[src/rtl/rf_write_arbiter.sv]
// Single register-file write port shared by WB (priority) and the MU,
// with a small MU result FIFO and a starvation guard that stalls WB.
module rf_write_arbiter #(
  parameter int DATA_W       = 32,
  parameter int ADDR_W       = 5,
  parameter int FIFO_DEPTH   = 2,
  parameter int STARVE_LIMIT = 4,
  localparam int CNT_W       = $clog2(FIFO_DEPTH) + 1
) (
  input  logic                 clk,
  input  logic                 rst_n,
  input  logic                 wb_valid,
  input  logic [ADDR_W-1:0]    wb_rd,
  input  logic [DATA_W-1:0]    wb_data,
  output logic                 stall_wb,
  input  logic                 mu_valid,
  output logic                 mu_ready,
  input  logic [ADDR_W-1:0]    mu_rd,
  input  logic [DATA_W-1:0]    mu_data,
  output logic                 rf_we,
  output logic [ADDR_W-1:0]    rf_waddr,
  output logic [DATA_W-1:0]    rf_wdata,
  output logic [2**ADDR_W-1:0] pend_mask,
  output logic [CNT_W-1:0]     fifo_count
);

  localparam int PTR_W = $clog2(FIFO_DEPTH);
  localparam int ST_W  = $clog2(STARVE_LIMIT + 1);

  typedef enum logic {NORMAL, FORCE} state_e;

  state_e              state_q, state_d;
  logic [ST_W-1:0]     starve_q, starve_d;
  logic [PTR_W-1:0]    wptr_q, wptr_d;
  logic [PTR_W-1:0]    rptr_q, rptr_d;
  logic [CNT_W-1:0]    count_q, count_d;
  logic [FIFO_DEPTH-1:0] vld_q, vld_d;
  logic [ADDR_W-1:0]   rdm_q [FIFO_DEPTH];
  logic [ADDR_W-1:0]   rdm_d [FIFO_DEPTH];
  logic [DATA_W-1:0]   dm_q  [FIFO_DEPTH];
  logic [DATA_W-1:0]   dm_d  [FIFO_DEPTH];
  logic                rf_we_q, rf_we_d;
  logic [ADDR_W-1:0]   rf_waddr_q, rf_waddr_d;
  logic [DATA_W-1:0]   rf_wdata_q, rf_wdata_d;

  logic empty, full, mu_live, wb_req;
  logic pop, push, bypass, wb_win;

  assign empty    = (count_q == '0);
  assign full     = (count_q == CNT_W'(FIFO_DEPTH));
  assign mu_ready = rst_n && !full;
  assign mu_live  = mu_valid && mu_ready && (mu_rd != '0);
  assign wb_req   = wb_valid && (wb_rd != '0);

  always_comb begin
    pop        = 1'b0;
    bypass     = 1'b0;
    wb_win     = 1'b0;
    rf_we_d    = 1'b0;
    rf_waddr_d = rf_waddr_q;
    rf_wdata_d = rf_wdata_q;
    if (state_q == FORCE) begin
      pop = 1'b1;
    end else if (wb_req) begin
      wb_win     = 1'b1;
      rf_we_d    = 1'b1;
      rf_waddr_d = wb_rd;
      rf_wdata_d = wb_data;
    end else if (!empty) begin
      pop = 1'b1;
    end else if (mu_live) begin
      bypass     = 1'b1;
      rf_we_d    = 1'b1;
      rf_waddr_d = mu_rd;
      rf_wdata_d = mu_data;
    end
    if (pop) begin
      rf_we_d    = 1'b1;
      rf_waddr_d = rdm_q[rptr_q];
      rf_wdata_d = dm_q[rptr_q];
    end
    push = mu_live && !bypass;
  end

  always_comb begin
    wptr_d  = wptr_q;
    rptr_d  = rptr_q;
    vld_d   = vld_q;
    rdm_d   = rdm_q;
    dm_d    = dm_q;
    count_d = count_q + CNT_W'(push) - CNT_W'(pop);
    if (pop) begin
      vld_d[rptr_q] = 1'b0;
      rptr_d        = rptr_q + PTR_W'(1);
    end
    // push and pop never share a slot: pop needs non-empty, push non-full
    if (push) begin
      vld_d[wptr_q] = 1'b1;
      rdm_d[wptr_q] = mu_rd;
      dm_d[wptr_q]  = mu_data;
      wptr_d        = wptr_q + PTR_W'(1);
    end
  end

  always_comb begin
    state_d  = state_q;
    starve_d = starve_q;
    if (state_q == FORCE) begin
      state_d  = NORMAL;
      starve_d = '0;
    end else begin
      if (pop || empty) starve_d = '0;
      else if (wb_win)  starve_d = starve_q + ST_W'(1);
      if (starve_d == ST_W'(STARVE_LIMIT)) state_d = FORCE;
    end
  end

  always_comb begin
    pend_mask = '0;
    for (int i = 0; i < FIFO_DEPTH; i++)
      if (vld_q[i]) pend_mask[rdm_q[i]] = 1'b1;
  end

  always_ff @(posedge clk or negedge rst_n) begin
    if (!rst_n) begin
      state_q    <= NORMAL;
      starve_q   <= '0;
      wptr_q     <= '0;
      rptr_q     <= '0;
      count_q    <= '0;
      vld_q      <= '0;
      rf_we_q    <= 1'b0;
      rf_waddr_q <= '0;
      rf_wdata_q <= '0;
      for (int i = 0; i < FIFO_DEPTH; i++) begin
        rdm_q[i] <= '0;
        dm_q[i]  <= '0;
      end
    end else begin
      state_q    <= state_d;
      starve_q   <= starve_d;
      wptr_q     <= wptr_d;
      rptr_q     <= rptr_d;
      count_q    <= count_d;
      vld_q      <= vld_d;
      rf_we_q    <= rf_we_d;
      rf_waddr_q <= rf_waddr_d;
      rf_wdata_q <= rf_wdata_d;
      rdm_q      <= rdm_d;
      dm_q       <= dm_d;
    end
  end

  assign stall_wb   = (state_q == FORCE);
  assign fifo_count = count_q;
  assign rf_we      = rf_we_q;
  assign rf_waddr   = rf_waddr_q;
  assign rf_wdata   = rf_wdata_q;

endmodule
[config.mk]
export PLATFORM = sky130hd
export DESIGN_NAME = rf_write_arbiter
export DESIGN_NICKNAME = d
export VERILOG_FILES = /design/src/rtl/rf_write_arbiter.sv
export SDC_FILE = /design/constraint.sdc
export NUM_CORES = 1
export LEC_CHECK = 0
export ABC_AREA = 1
export CAP_MARGIN = 25
export CORE_MARGIN = 5
export CORE_UTILIZATION = 50
export CTS_CLUSTER_DIAMETER = 30
export DETAILED_ROUTE_END_ITERATION = 7
export DONT_BUFFER_PORTS = 1
export PLACE_DENSITY = 0.69
export SLEW_MARGIN = 10
export SYNTH_ARGS = -nofsm -noshare
export SYNTH_HDL_FRONTEND = slang
export SYNTH_SLANG_ARGS = --single-unit
export TNS_END_PERCENT = 50
[constraint.sdc]
create_clock -name clk -period 2.5 [get_ports clk]
set_input_delay 0.5 -clock clk [delete_from_list [all_inputs] [get_ports clk]]
set_output_delay 0.5 -clock clk [all_outputs]
set_load 0.01 [all_outputs]
Yosys cells after proc, flatten, opt, wreduce, memory -nomap -nowiden --
Cells that the tools add are included.
Word-level totals: bits in registers 122
Cells by class: $add $sub $neg 5, magnitude comparators 11, equal/unequal tests 3, mux-type cells 52, bitwise logic cells 6, reductions and logical operators 19
Operators with widths (number):
- 2-to-1 mux 32 bit | 11
- bitwise mux 64 bit | 1
- 2-to-1 mux 5 bit | 9
- demux 32 bit (select 1 bit) | 1
- OR 32 bit | 1
- 2-to-1 mux 1 bit | 18
- < comparator 5 x 6 -> 1 bit, second input constant | 2
- 2-to-1 mux 3 bit | 4
- bitwise mux 10 bit | 1
- demux 1 bit (select 5 bit) | 2
- >= comparator 5 x 1 -> 1 bit, second input constant | 2
- logical AND 1 bit | 10
- nonzero test 5 bit | 2
- nonzero test 3 bit | 2
- demux 5 bit (select 1 bit) | 1
- >= comparator 2 bit, second input constant | 2
- < comparator 1 x 2 -> 1 bit, second input constant | 2
- 2-to-1 mux 2 bit | 2
- NOT 1 -> 2 bit | 2
- adder 3 x 1 -> 3 bit, second input constant | 1
- equality test 3 bit, second input constant | 1
- AND reduction 3 bit | 1
- adder 1 bit, second input constant | 2
- adder 2 x 1 -> 2 bit | 1
- other kinds (12) | 15

Longest topological paths before layout --
Gate-level depths: netlist of run 1.
depth after elaboration 13, gate-level depth with buffers 12

Worst setup path after synthesis of run 1 --
OpenSTA, ideal clock, no wires.
path type register to register, start point register count_q[0], in the netlist fifo_count[0], end point register count_q[1], in the netlist fifo_count[1], data arrival time 1823 ps, required time 2371 ps, slack 548 ps, cell stages (with the launch flop) 13, path buffers 1, path through dfrtp_1 -> nor2_1 -> inv_2 -> nor2_4 -> inv_2 -> nand2_1 -> buf_2 -> inv_1 -> ha_1 -> inv_1 -> ha_1 -> xnor2_1 -> xor2_1
On the way: cells in the longest elaborated chain, start to end 13, elaborated cells between the ends (all ways) 17
Ends and longest elaborated chain:
- start: declaration | line 36 | logic [CNT_W-1:0] count_q, count_d;
- start signal: assignment | line 144 | count_q <= count_d;
- equality test 2 bit | line 50 | assign full = (count_q == CNT_W'(FIFO_DEPTH));
- logical NOT 1 bit | line 51 | assign mu_ready = rst_n && !full;
- logical AND 1 bit | line 51
- logical AND 1 bit (2 in series) | line 52 | assign mu_live = mu_valid && mu_ready && (mu_rd != '0);
- 2-to-1 mux 1 bit | line 71 | end else if (mu_live) begin
- 2-to-1 mux 1 bit | line 69 | end else if (!empty) begin
- 2-to-1 mux 1 bit | line 64 | end else if (wb_req) begin
- 2-to-1 mux 1 bit | line 62 | if (state_q == FORCE) begin
- logical NOT 1 bit | line 82 | push = mu_live && !bypass;
- logical AND 1 bit | line 82
- adder 2 x 1 -> 2 bit | line 91 | count_d = count_q + CNT_W'(push) - CNT_W'(pop);
- subtractor 2 x 1 -> 2 bit * | line 91
- via count_d[1] | line 36
The timed path passes the listed nets; every way through them passes the cells marked *. A chain may end at the register's enable or synchronous reset.

Worst setup path after layout of run 1 --
start point register rdm_q[7] (netlist name), end point output pend_mask[30]
On the way: cells in the longest elaborated chain, start to end 7, elaborated cells between the ends (all ways) 8
Ends and longest elaborated chain:
- start: declaration | line 38 | logic [ADDR_W-1:0] rdm_q [FIFO_DEPTH];
- start signal: assignment | line 149 | rdm_q <= rdm_d;
- < comparator 5 x 6 -> 1 bit (implied by the code) / >= comparator 5 x 1 -> 1 bit (equally long branches) | line 121 | if (vld_q[i]) pend_mask[rdm_q[i]] = 1'b1;
- logical AND 1 bit (implied by the code) | line 121
- 2-to-1 mux 1 bit (implied by the code) | line 121
- demux 1 bit (select 5 bit) * | line 121
- 2-to-1 mux 32 bit * | line 121
- OR 32 bit (no line)
- 2-to-1 mux 32 bit * | line 121
- end: declaration | line 23 | output logic [2**ADDR_W-1:0] pend_mask,
Mark *: on every way between the ends. The rest lies on a longest branch, timed or not.

==> reports/metrics.csv, run 1 <==
stage,metric,value,unit
run_status,run_status,finished with violations,
run_status,violations,negative hold slack,
synthesis,mappedNetlistArea,6670,um2
grt,global_route.usage.met3,6.44,%
setup_path,end_kind,output pin,
grt,first_global_vias,5763,
clock_tree,htree_levels,4,
floorplanning,initial_utilization,50.7,%
clock_tree,ctsRootBufferMaster,clkbuf_16,
detailed_routing,drt-vias-per-instance,5.38,
floorplanning,dieHeight,125,um
setup_path,setup.worst_path.class,reg -> out,
setup_path,r2r_start,fifo_count[0]$_DFF_PN0_,
timing,period_share,87.5,%
place,port_buffers,0,
synthesis,yosys_register_bits,122,
setup_path,cp_cell_sequence,inv_1 -> nor3_1 -> nand2_1 -> o21ai_0,
setup_path,critical_path_arrival,1.69,ns
finish,insertedDiodeCount,0,
place,dpl_hpwl,10900,um
floorplanning,floorplan.rows,42,
detailed_routing,drtPass1Iterations,4,
grt,grt_max_degree,125,
floorplanning,die_outline_width,125,um
timing,timing.fmax,0.457,GHz
grt,global_route_layer_with_the_greatest_usage,met2,
timing,hold_slack,-0.214,ns
setup_path,crit_required,2.00,ns
power_and_ir_drop,total_power,9.00,mW
synthesis,synth_seq_area_share,45.8,%
power_and_ir_drop,pwr_density_cell,1230,nW/um2
synthesis,synthesis.instances,891,
timing,max-slew-margin-rel,59.1,%
detailed_routing,route.detailed.wl_per_inst,16.3,um
power_and_ir_drop,cellLeakagePower,3.85,nW
grt,gr-usage-met1,29.7,%
detailed_routing,final_antenna_net_count,0,
finish,finalNetCount,955,
timing,report.final.hold_viol_count,122,
clock_tree,postCtsSetupBuffers,0,
place,routabilityCongestion,0.838,
detailed_routing,initialDrtViolationCount,465,
grt,antenna_violations_before_repair,0,
grt,globalRouteTotalUtil,22.8,%
timing,finalSetupViolCount,0,
setup_path,max_stage_delay,0.47,ns
setup_path,worst-r2r-setup-slack,0.65,ns
clock_tree,ctsResizeCount,0,
timing,finalSetupTns,0,ns
grt,grt_pass1_wl,29200,um
clock_tree,tritoncts,built,
floorplanning,core_region_area,13100,um2
timing,final.setup_skew,0.00779,ns
timing,layout_min_cycle_time,2.19,ns
timing,rsz0062_at_grt,no,
finish,final-instance-count-excl-fill,1063,
clock_tree,numCtsBuffers,17,
finish,layout_cells_sized_above_1,7.33,%
clock_tree,path_clk_slew,0.05,ns
power_and_ir_drop,max-vdd-ir-drop,684,uV
clock_tree,clk_path_buf_depth,2,
setup_path,rr_endpoint,fifo_count[1]$_DFF_PN0_,
detailed_routing,remaining_drc_errors,0,
synthesis,yosys_warnings,0,
timing,worst-slew-pin-transition,0.614,ns
synthesis,synth_cell_type_count,25,
setup_path,timing.critical_path.fanout_max,8,
floorplanning,floorplan.io_pins,152,
min_path,worst_hold_path_class,in -> async,
grt,grt_overflow_total,0,
setup_path,max_stage_delay_cell_worst_path,dfrtp_1,
floorplanning,floorplan.die_area,15700,um2
finish,area_growth,9.74,%
detailed_routing,drt_wl_total,17300,um
clock_tree,tritoncts_num_sinks,122,
setup_path,timing.critical_path.from_type,flop,
setup_path,ff2ff_path_depth,11,
detailed_routing,detailroute.via_count,5718,
job,cap_violations,0,
clock_tree,clk_latency,0.41,ns
synthesis,synthesis.nets,972,
timing,timing.final.max_slew_violations,0,
grt,use_met2,36.7,%
synthesis,syn-mean-instance-area,7.48,um2
place,place_inst,1031,
[layout by cell type, fill, tap and decap left out, types with 2 or more instances in the layout]
| cell type | netlist | final |
|---|---|---|
| o21ai_1 | 62 | 62 |
| ha_1 | 3 | 3 |
| nor3_1 | 11 | 11 |
| inv_1 | 94 | 94 |
| buf_4 | 10 | 16 |
| dfrtp_1 | 122 | 121 |
| nand2_2 | 2 | 3 |
| nand3_1 | 126 | 125 |
| xor2_1 | 3 | 3 |
| o21ai_0 | 53 | 53 |
| inv_2 | 6 | 6 |
| clkbuf_8 | 0 | 6 |
| nand2_1 | 303 | 302 |
| clkbuf_16 | 0 | 17 |
| clkbuf_1 | 6 | 2 |
| buf_12 | 0 | 2 |
| nor2_1 | 10 | 10 |
| mux2i_1 | 32 | 32 |
| clkinv_2 | 0 | 5 |
| nand3_2 | 4 | 5 |
| nand4_1 | 2 | 2 |
[kinds of logic (layout without fill, tap and decap cells)]
group / count (synthesis) / count (layout) / synth area share, %
flops: 122 / 122 / 45.8
xor+xnor: 4 / 4 / 0.526
simple gates: 460 / 460 / 29.2
fa+ha+maj: 3 / 3 / 0.563
buf+inv: 154 / 150 / 10.4
compound gates: 116 / 116 / 8.75
mux: 32 / 32 / 4.81
[stage by stage]
stage	hold slack (ns)	utilization [%]	area, um2	setup slack [ns]
after floorplan	0.204	-	6670	0.548
after global placement	0.208	51.3	6740	0.545
after detailed placement	0.208	51.3	6740	0.484
after CTS	-0.236	55.7	7310	0.297
after global routing	-0.242	55.7	7310	0.114
final	-0.214	55.7	7310	0.312
[routing by layer]
layer	part of all wire (%)	up-vias
li1	-	2812
met2	48	186
met5	0	-
met3	5.9	24
met4	1.5	0
met1	45	2696
[critical path, delay by kind of cell (launching register included)]
| family | cells | cell delay (ns) |
|---|---|---|
| and+or+nand+nor | 2 | 0.53 |
| buffers and inverters | 1 | 0.11 |
| DFF | 1 | 0.47 |
| AOI/OAI and AO/OA | 1 | 0.17 |
[where the power goes]
group          switching, mW  leakage [nW]  internal (mW)  total [mW]
clock network          0.840         0.289           1.52        2.36
logic                   1.72          2.07           1.11        2.83
registers              0.898          1.49           2.91        3.81
[area by class of cell]
| cell class | count | area [um2] |
|---|---|---|
| clock buffers | 25 | 515 |
| clock inverters | 7 | 62.6 |
| fillers | 1246 | 5820 |
| inverters | 100 | 375 |
| multi-input cells | 615 | 2930 |
| flip-flops and latches | 122 | 3050 |
| well taps | 176 | 220 |
| repair buffers | 18 | 160 |
[synthesized netlist by cell type, drive strengths merged]
cell,n,area (um2)
nand3,130,671
dfrtp,122,3050
xnor2,1,8.76
o211ai,1,7.51
inv,100,375
xor2,3,26.3
nand4,2,12.5
clkbuf,8,32.5
nor3,11,55.1
ha,3,37.5
buf,46,285
nand2,305,1150
nor2,12,55.1
mux2i,32,320
o21ai,115,576
[sequential cells by signal (all words and copies together) (netlist names)]
register    count
dm_q           64
rf_wdata       32
rf_waddr        5
vld_q           2
starve_q        3
rdm_q          10
fifo_count      2
stall_wb        1
rf_we           1
wptr_q          1
rptr_q          1
[how the worst max path moves through the flow]
stage / startpoint / endpoint / slack (ns) / cells past startpoint
final: rdm_q[7]$_DFFE_PN0P_ / pend_mask[30] / 0.31 / 4
after global placement: wb_rd[4] / fifo_count[1]$_DFF_PN0_ / 0.55 / 11
after detailed placement: wb_rd[4] / fifo_count[1]$_DFF_PN0_ / 0.48 / 11
after floorplan: fifo_count[0]$_DFF_PN0_ / fifo_count[1]$_DFF_PN0_ / 0.55 / 12
after CTS: rdm_q[7]$_DFFE_PN0P_ / pend_mask[30] / 0.30 / 4
after global routing: rdm_q[7]$_DFFE_PN0P_ / pend_mask[7] / 0.11 / 4
Note: power is estimated with default switching activity, not from simulation.
==> run 2: changes to the inputs <==
--- a/config.mk
+++ b/config.mk
@@ -12,6 +12,7 @@
 export CTS_CLUSTER_DIAMETER = 30
 export DETAILED_ROUTE_END_ITERATION = 7
 export DONT_BUFFER_PORTS = 1
+export MAX_ROUTING_LAYER = met4
 export PLACE_DENSITY = 0.69
 export SLEW_MARGIN = 10
 export SYNTH_ARGS = -nofsm -noshare
==> run 2 against run 1 <==
Net effect:
- critical path type unchanged
- the flow still finishes with violations (negative hold slack)
- design area stayed put
- largest power group unchanged
- clock-buffer cell count stayed put
- core utilization stayed put
- register-to-register slack hardly changed
- critical endpoint unchanged
- global-route usage is 0.71 points higher
- largest cell class unchanged
==> reports/metrics.csv, run 2 (synthesis gave the netlist of run 1 again) <==
stage,metric,value,unit
floorplanning,core_region_area,13100,um2
finish,final-instance-count-excl-fill,1063,
finish,area_growth,9.74,%
detailed_routing,drt-vias-per-instance,5.39,
floorplanning,die_outline_width,125,um
power_and_ir_drop,power.share.clock,26.2,%
setup_path,setup.worst_path.class,reg -> out,
detailed_routing,drt_wl_total,17400,um
setup_path,crit_required,2.00,ns
grt,grt_pass1_wl,29300,um
clock_tree,numCtsBuffers,17,
min_path,worst_hold_path_class,in -> async,
setup_path,timing.critical_path.fanout_max,8,
timing,max-slew-margin-rel,59.5,%
finish,finalNetCount,955,
floorplanning,floorplan.io_pins,152,
finish,largest-register,dm_q,
clock_tree,tritoncts,built,
grt,grt_max_degree,125,
finish,layout_cells_sized_above_1,7.33,%
timing,hold_slack,-0.214,ns
job,cap_violations,0,
clock_tree,path_clk_slew,0.05,ns
clock_tree,clk_latency,0.41,ns
clock_tree,ctsRootBufferMaster,clkbuf_16,
timing,report.final.hold_viol_count,122,
setup_path,setup.worst_path.start,rdm_q[7]$_DFFE_PN0P_,
power_and_ir_drop,share_seq_of_total_power,42.3,%
timing,finalSetupTns,0,ns
detailed_routing,final_antenna_net_count,0,
floorplanning,initial_utilization,50.7,%
timing,finalSetupViolCount,0,
floorplanning,floorplan.rows,42,
power_and_ir_drop,pwr_density_cell,1230,nW/um2
power_and_ir_drop,netSwitchingPower,3.46,mW
timing,final.setup_skew,0.00735,ns
finish,mostFrequentLayoutCell,nand2_1,
setup_path,critical_path_arrival,1.70,ns
run_status,run_status,finished with violations,
clock_tree,clk_path_buf_depth,2,
place,place_inst,1031,
setup_path,worst-r2r-setup-slack,0.65,ns
setup_path,timing.critical_path.from_type,flop,
grt,globalRouteTotalUtil,23.5,%
finish,finish.utilization,55.7,%
detailed_routing,route.detailed.wl_per_inst,16.3,um
place,routabilityCongestion,0.851,
setup_path,rr_endpoint,fifo_count[1]$_DFF_PN0_,
timing,timing.fmax,0.454,GHz
grt,grt_overflow_total,0,
timing,period_share,88.2,%
detailed_routing,remaining_drc_errors,0,
power_and_ir_drop,max-vdd-ir-drop,684,uV
place,port_buffers,0,
detailed_routing,detailroute.via_count,5729,
clock_tree,ctsResizeCount,0,
finish,highest_count_cells_in_the_layout_ignoring_fill_and_taps,"nand2_1, nand3_1, dfrtp_1",
finish,insertedDiodeCount,0,
finish,fillCellCount,1246,
setup_path,r2r_start,fifo_count[1]$_DFF_PN0_,
power_and_ir_drop,combinationalPowerShare,31.5,%
run_status,violations,negative hold slack,
grt,first_global_vias,5766,
clock_tree,tritoncts_num_sinks,122,
detailed_routing,initialDrtViolationCount,467,
floorplanning,dieHeight,125,um
power_and_ir_drop,netSwitchingFraction,38.5,%
finish,largest_register_ff_count,64,
timing,worst-slew-pin-transition,0.607,ns
detailed_routing,drtPass1Iterations,5,
place,dpl_hpwl,10900,um
power_and_ir_drop,internal-power,5.54,mW
timing,layout_min_cycle_time,2.20,ns
power_and_ir_drop,cellLeakagePower,3.85,nW
grt,antenna_violations_before_repair,0,
timing,rsz0062_at_grt,no,
clock_tree,htree_levels,4,
setup_path,ff2ff_path_depth,9,
floorplanning,floorplan.die_area,15700,um2
timing,timing.final.max_slew_violations,0,
setup_path,end_kind,output pin,
setup_path,critPathCapture,pend_mask[30],
-- run 2: cell type report --
cell class	instances	area, um2	share of cell area (%)
Clock inverter	7	62.6	0.855
Sequential cell	122	3050	41.8
Timing Repair Buffer	18	160	2.19
Tap cell	176	220	3.01
Multi-Input combinational cell	615	2930	40.0
Clock buffer	25	515	7.05
Inverter	100	375	5.13
-- run 2: how the worst min path moves through the flow --
stage / from / end / slack (ns)
after floorplan: rst_n / dm_q[0]$_DFFE_PN0P_ / 0.20
after global placement: rst_n / rf_wdata[10]$_DFFE_PN0P_ / 0.21
after detailed placement: rst_n / rf_wdata[10]$_DFFE_PN0P_ / 0.21
after CTS: rst_n / rf_wdata[8]$_DFFE_PN0P_ / -0.24
after global routing: rst_n / dm_q[11]$_DFFE_PN0P_ / -0.24
final: rst_n / rf_wdata[9]$_DFFE_PN0P_ / -0.21
-- run 2: per-stage QoR --
stage	setup WS [ns]	power, mW	instance area [um2]
final	0.296	9.00	7310
after global placement	0.545	6.59	6740
after global routing	0.114	9.72	7310
after CTS	0.297	9.08	7310
after floorplan	0.548	5.96	6670
after detailed placement	0.484	6.69	6740
-- run 2: power by group through the flow --
| stage | registers [mW] | logic [mW] | clock network, mW |
|---|---|---|---|
| floorplan | 3.53 | 2.43 | 0 |
| CTS | 3.81 | 2.87 | 2.39 |
| detailed placement | 3.83 | 2.86 | 0 |
| global route | 3.94 | 3.28 | 2.50 |
| finish | 3.81 | 2.84 | 2.36 |
| global placement | 3.82 | 2.78 | 0 |
-- run 2: per-layer routing --
| layer | global-route usage, % | up-vias | routed length, um |
|---|---|---|---|
| li1 | - | 2812 | - |
| met1 | 30.2 | 2699 | 7810 |
| met2 | 36.6 | 192 | 8350 |
| met3 | 5.76 | 26 | 952 |
| met4 | 7.91 | 0 | 269 |
| met5 | - | - | 0 |
-- run 2: timing repair --
item,CTS,global route
buffers inserted,0,0
endpoints found under the setup margin,0,0
hold endpoints to repair,122,122
-- run 2: worst max-delay path, cell delays in order, from the launching register on --
cell and delay [ns]:
dfrtp_1 0.47, inv_1 0.11, nor3_1 0.44, nand2_1 0.10
o21ai_0 0.17
==> run 3: changes to the inputs <==
--- a/config.mk
+++ b/config.mk
@@ -13,7 +13,7 @@
 export DETAILED_ROUTE_END_ITERATION = 7
 export DONT_BUFFER_PORTS = 1
 export MAX_ROUTING_LAYER = met4
-export PLACE_DENSITY = 0.69
+export PLACE_DENSITY_LB_ADDON = 0.12
 export SLEW_MARGIN = 10
 export SYNTH_ARGS = -nofsm -noshare
 export SYNTH_HDL_FRONTEND = slang
==> run 3 against run 2 <==
Net effect:
- the run still ends with negative hold slack left
- worst hold slack worse by 0.00055 ns
- first-iteration DRC count increased by 2.4%
- sequential power about the same
- wire length up 0.43%
- setup slack improved by 0.017 ns
- total power is essentially flat
==> reports/metrics.csv, run 3 (synthesis gave the netlist of run 1 again) <==
stage,metric,value,unit
run_status,run_status,finished with violations,
run_status,violations,negative hold slack,
setup_path,crit_required,2.00,ns
setup_path,setup.worst_path.start,rdm_q[7]$_DFFE_PN0P_,
finish,insertedDiodeCount,0,
setup_path,end_kind,output pin,
floorplanning,floorplan.rows,42,
clock_tree,ctsRootBufferMaster,clkbuf_16,
place,routabilityCongestion,0.844,
detailed_routing,drt_wl_total,17500,um
clock_tree,tritoncts,built,
timing,worst-slew-pin-transition,0.747,ns
floorplanning,initial_utilization,50.7,%
grt,grt_overflow_total,0,
setup_path,critPathCapture,pend_mask[29],
clock_tree,htree_levels,4,
place,port_buffers,0,
detailed_routing,remaining_drc_errors,0,
finish,highest_count_cells_in_the_layout_ignoring_fill_and_taps,"nand2_1, nand3_1, dfrtp_1",
floorplanning,floorplan.die_area,15700,um2
clock_tree,clk_latency,0.42,ns
detailed_routing,route.detailed.wl_per_inst,16.4,um
timing,finalSetupTns,0,ns
clock_tree,path_clk_slew,0.05,ns
setup_path,r2r_start,fifo_count[0]$_DFF_PN0_,
finish,final_cell_area,7290,um2
grt,grt_max_degree,125,
clock_tree,postCtsSetupBuffers,0,
timing,rsz0062_at_grt,no,
place,placement.cell_area,6720,um2
setup_path,timing.critical_path.fanout_max,8,
finish,final-instance-count-excl-fill,1062,
floorplanning,dieHeight,125,um
setup_path,ff2ff_path_depth,11,
setup_path,timing.critical_path.from_type,flop,
setup_path,worst-r2r-setup-slack,0.63,ns
timing,timing.fmax,0.457,GHz
detailed_routing,final_antenna_net_count,0,
timing,report.final.hold_viol_count,122,
clock_tree,clk_path_buf_depth,2,
floorplanning,floorplan.io_pins,152,
floorplanning,core_region_area,13100,um2
finish,area_growth,9.40,%
clock_tree,numCtsBuffers,17,
finish,multiInputGateArea,2930,um2
clock_tree,ctsResizeCount,0,
timing,hold_slack,-0.214,ns
setup_path,rr_endpoint,fifo_count[1]$_DFF_PN0_,
power_and_ir_drop,total_power,9.00,mW
place,place_inst,1030,
detailed_routing,drt-vias-per-instance,5.50,
timing,timing.final.max_slew_violations,0,
setup_path,critical_path_arrival,1.69,ns
grt,first_global_vias,5958,
timing,period_share,87.5,%
timing,finalSetupViolCount,0,
finish,regArea,3050,um2
detailed_routing,initialDrtViolationCount,478,
job,cap_violations,0,
min_path,worst_hold_path_class,in -> async,
floorplanning,die_outline_width,125,um
grt,grt_pass1_wl,30100,um
power_and_ir_drop,max-vdd-ir-drop,527,uV
place,dpl_hpwl,11100,um
detailed_routing,drtPass1Iterations,5,
finish,layout_cells_sized_above_1,7.45,%
power_and_ir_drop,cellLeakagePower,3.83,nW
clock_tree,tritoncts_num_sinks,122,
timing,final.setup_skew,0.00792,ns
finish,largest-register,dm_q,
finish,largest_register_ff_count,64,
timing,layout_min_cycle_time,2.19,ns
timing,max-slew-margin-rel,50.1,%
grt,globalRouteTotalUtil,23.9,%
grt,antenna_violations_before_repair,0,
finish,finalNetCount,954,
finish,fillCellCount,1266,
detailed_routing,detailroute.via_count,5842,
finish,mostFrequentLayoutCell,nand2_1,
setup_path,setup.worst_path.class,reg -> out,
power_and_ir_drop,pwr_density_cell,1230,nW/um2
==> run 3: cell count changes in the layout (fill, tap and decap cells not counted) <==
cell	delta
buf_12	-1
clkbuf_1	-2
clkinvlp_4	+2
clkinv_4	+2
clkbuf_8	-2
==> run 3: report_power, final <==
group          leakage, nW  switching, mW  total [mW]  internal, mW
sequential            1.49          0.882        3.79          2.91
clock                0.281          0.886        2.35          1.46
combinational         2.06           1.76        2.86          1.10
total                 3.83           3.53        9.00          5.47
==> run 3: layout make-up <==
cell class              count  area share (%)
clock buffers              21            6.59
clock inverters            11            1.30
inverters                 100            5.15
multi-input cells         615            40.1
flip-flops and latches    122            41.9
well taps                 176            3.02
repair buffers             17            1.92
==> run 3: per-stage QoR <==
stage	utilization [%]	setup slack, ns
floorplan	-	0.548
global placement	51.1	0.553
detailed placement	51.1	0.493
CTS	55.5	0.312
global route	55.5	0.161
finish	55.5	0.313
==> run 3: worst min-delay path by stage <==
stage	cells past startpoint	end	slack, ns	startpoint
final	0	dm_q[1]$_DFFE_PN0P_	-0.21	rst_n
after global routing	0	dm_q[1]$_DFFE_PN0P_	-0.23	rst_n
after CTS	0	dm_q[44]$_DFFE_PN0P_	-0.24	rst_n
after detailed placement	0	dm_q[1]$_DFFE_PN0P_	0.21	rst_n
after global placement	0	dm_q[1]$_DFFE_PN0P_	0.21	rst_n
after floorplan	0	dm_q[0]$_DFFE_PN0P_	0.20	rst_n
==> run 3: layer usage <==
layer | track usage (%) | part of all wire, %
met1 | 30.6 | 45
met4 | 8.80 | 2.0
met2 | 37.1 | 47
met3 | 5.50 | 5.6
met5 | - | 0
==> run 3: critical path, cell delays in order, from the launching register on <==
cell	delay [ns]
dfrtp_1	0.47
inv_1	0.11
nor3_1	0.42
nand2_1	0.09
o21ai_0	0.19
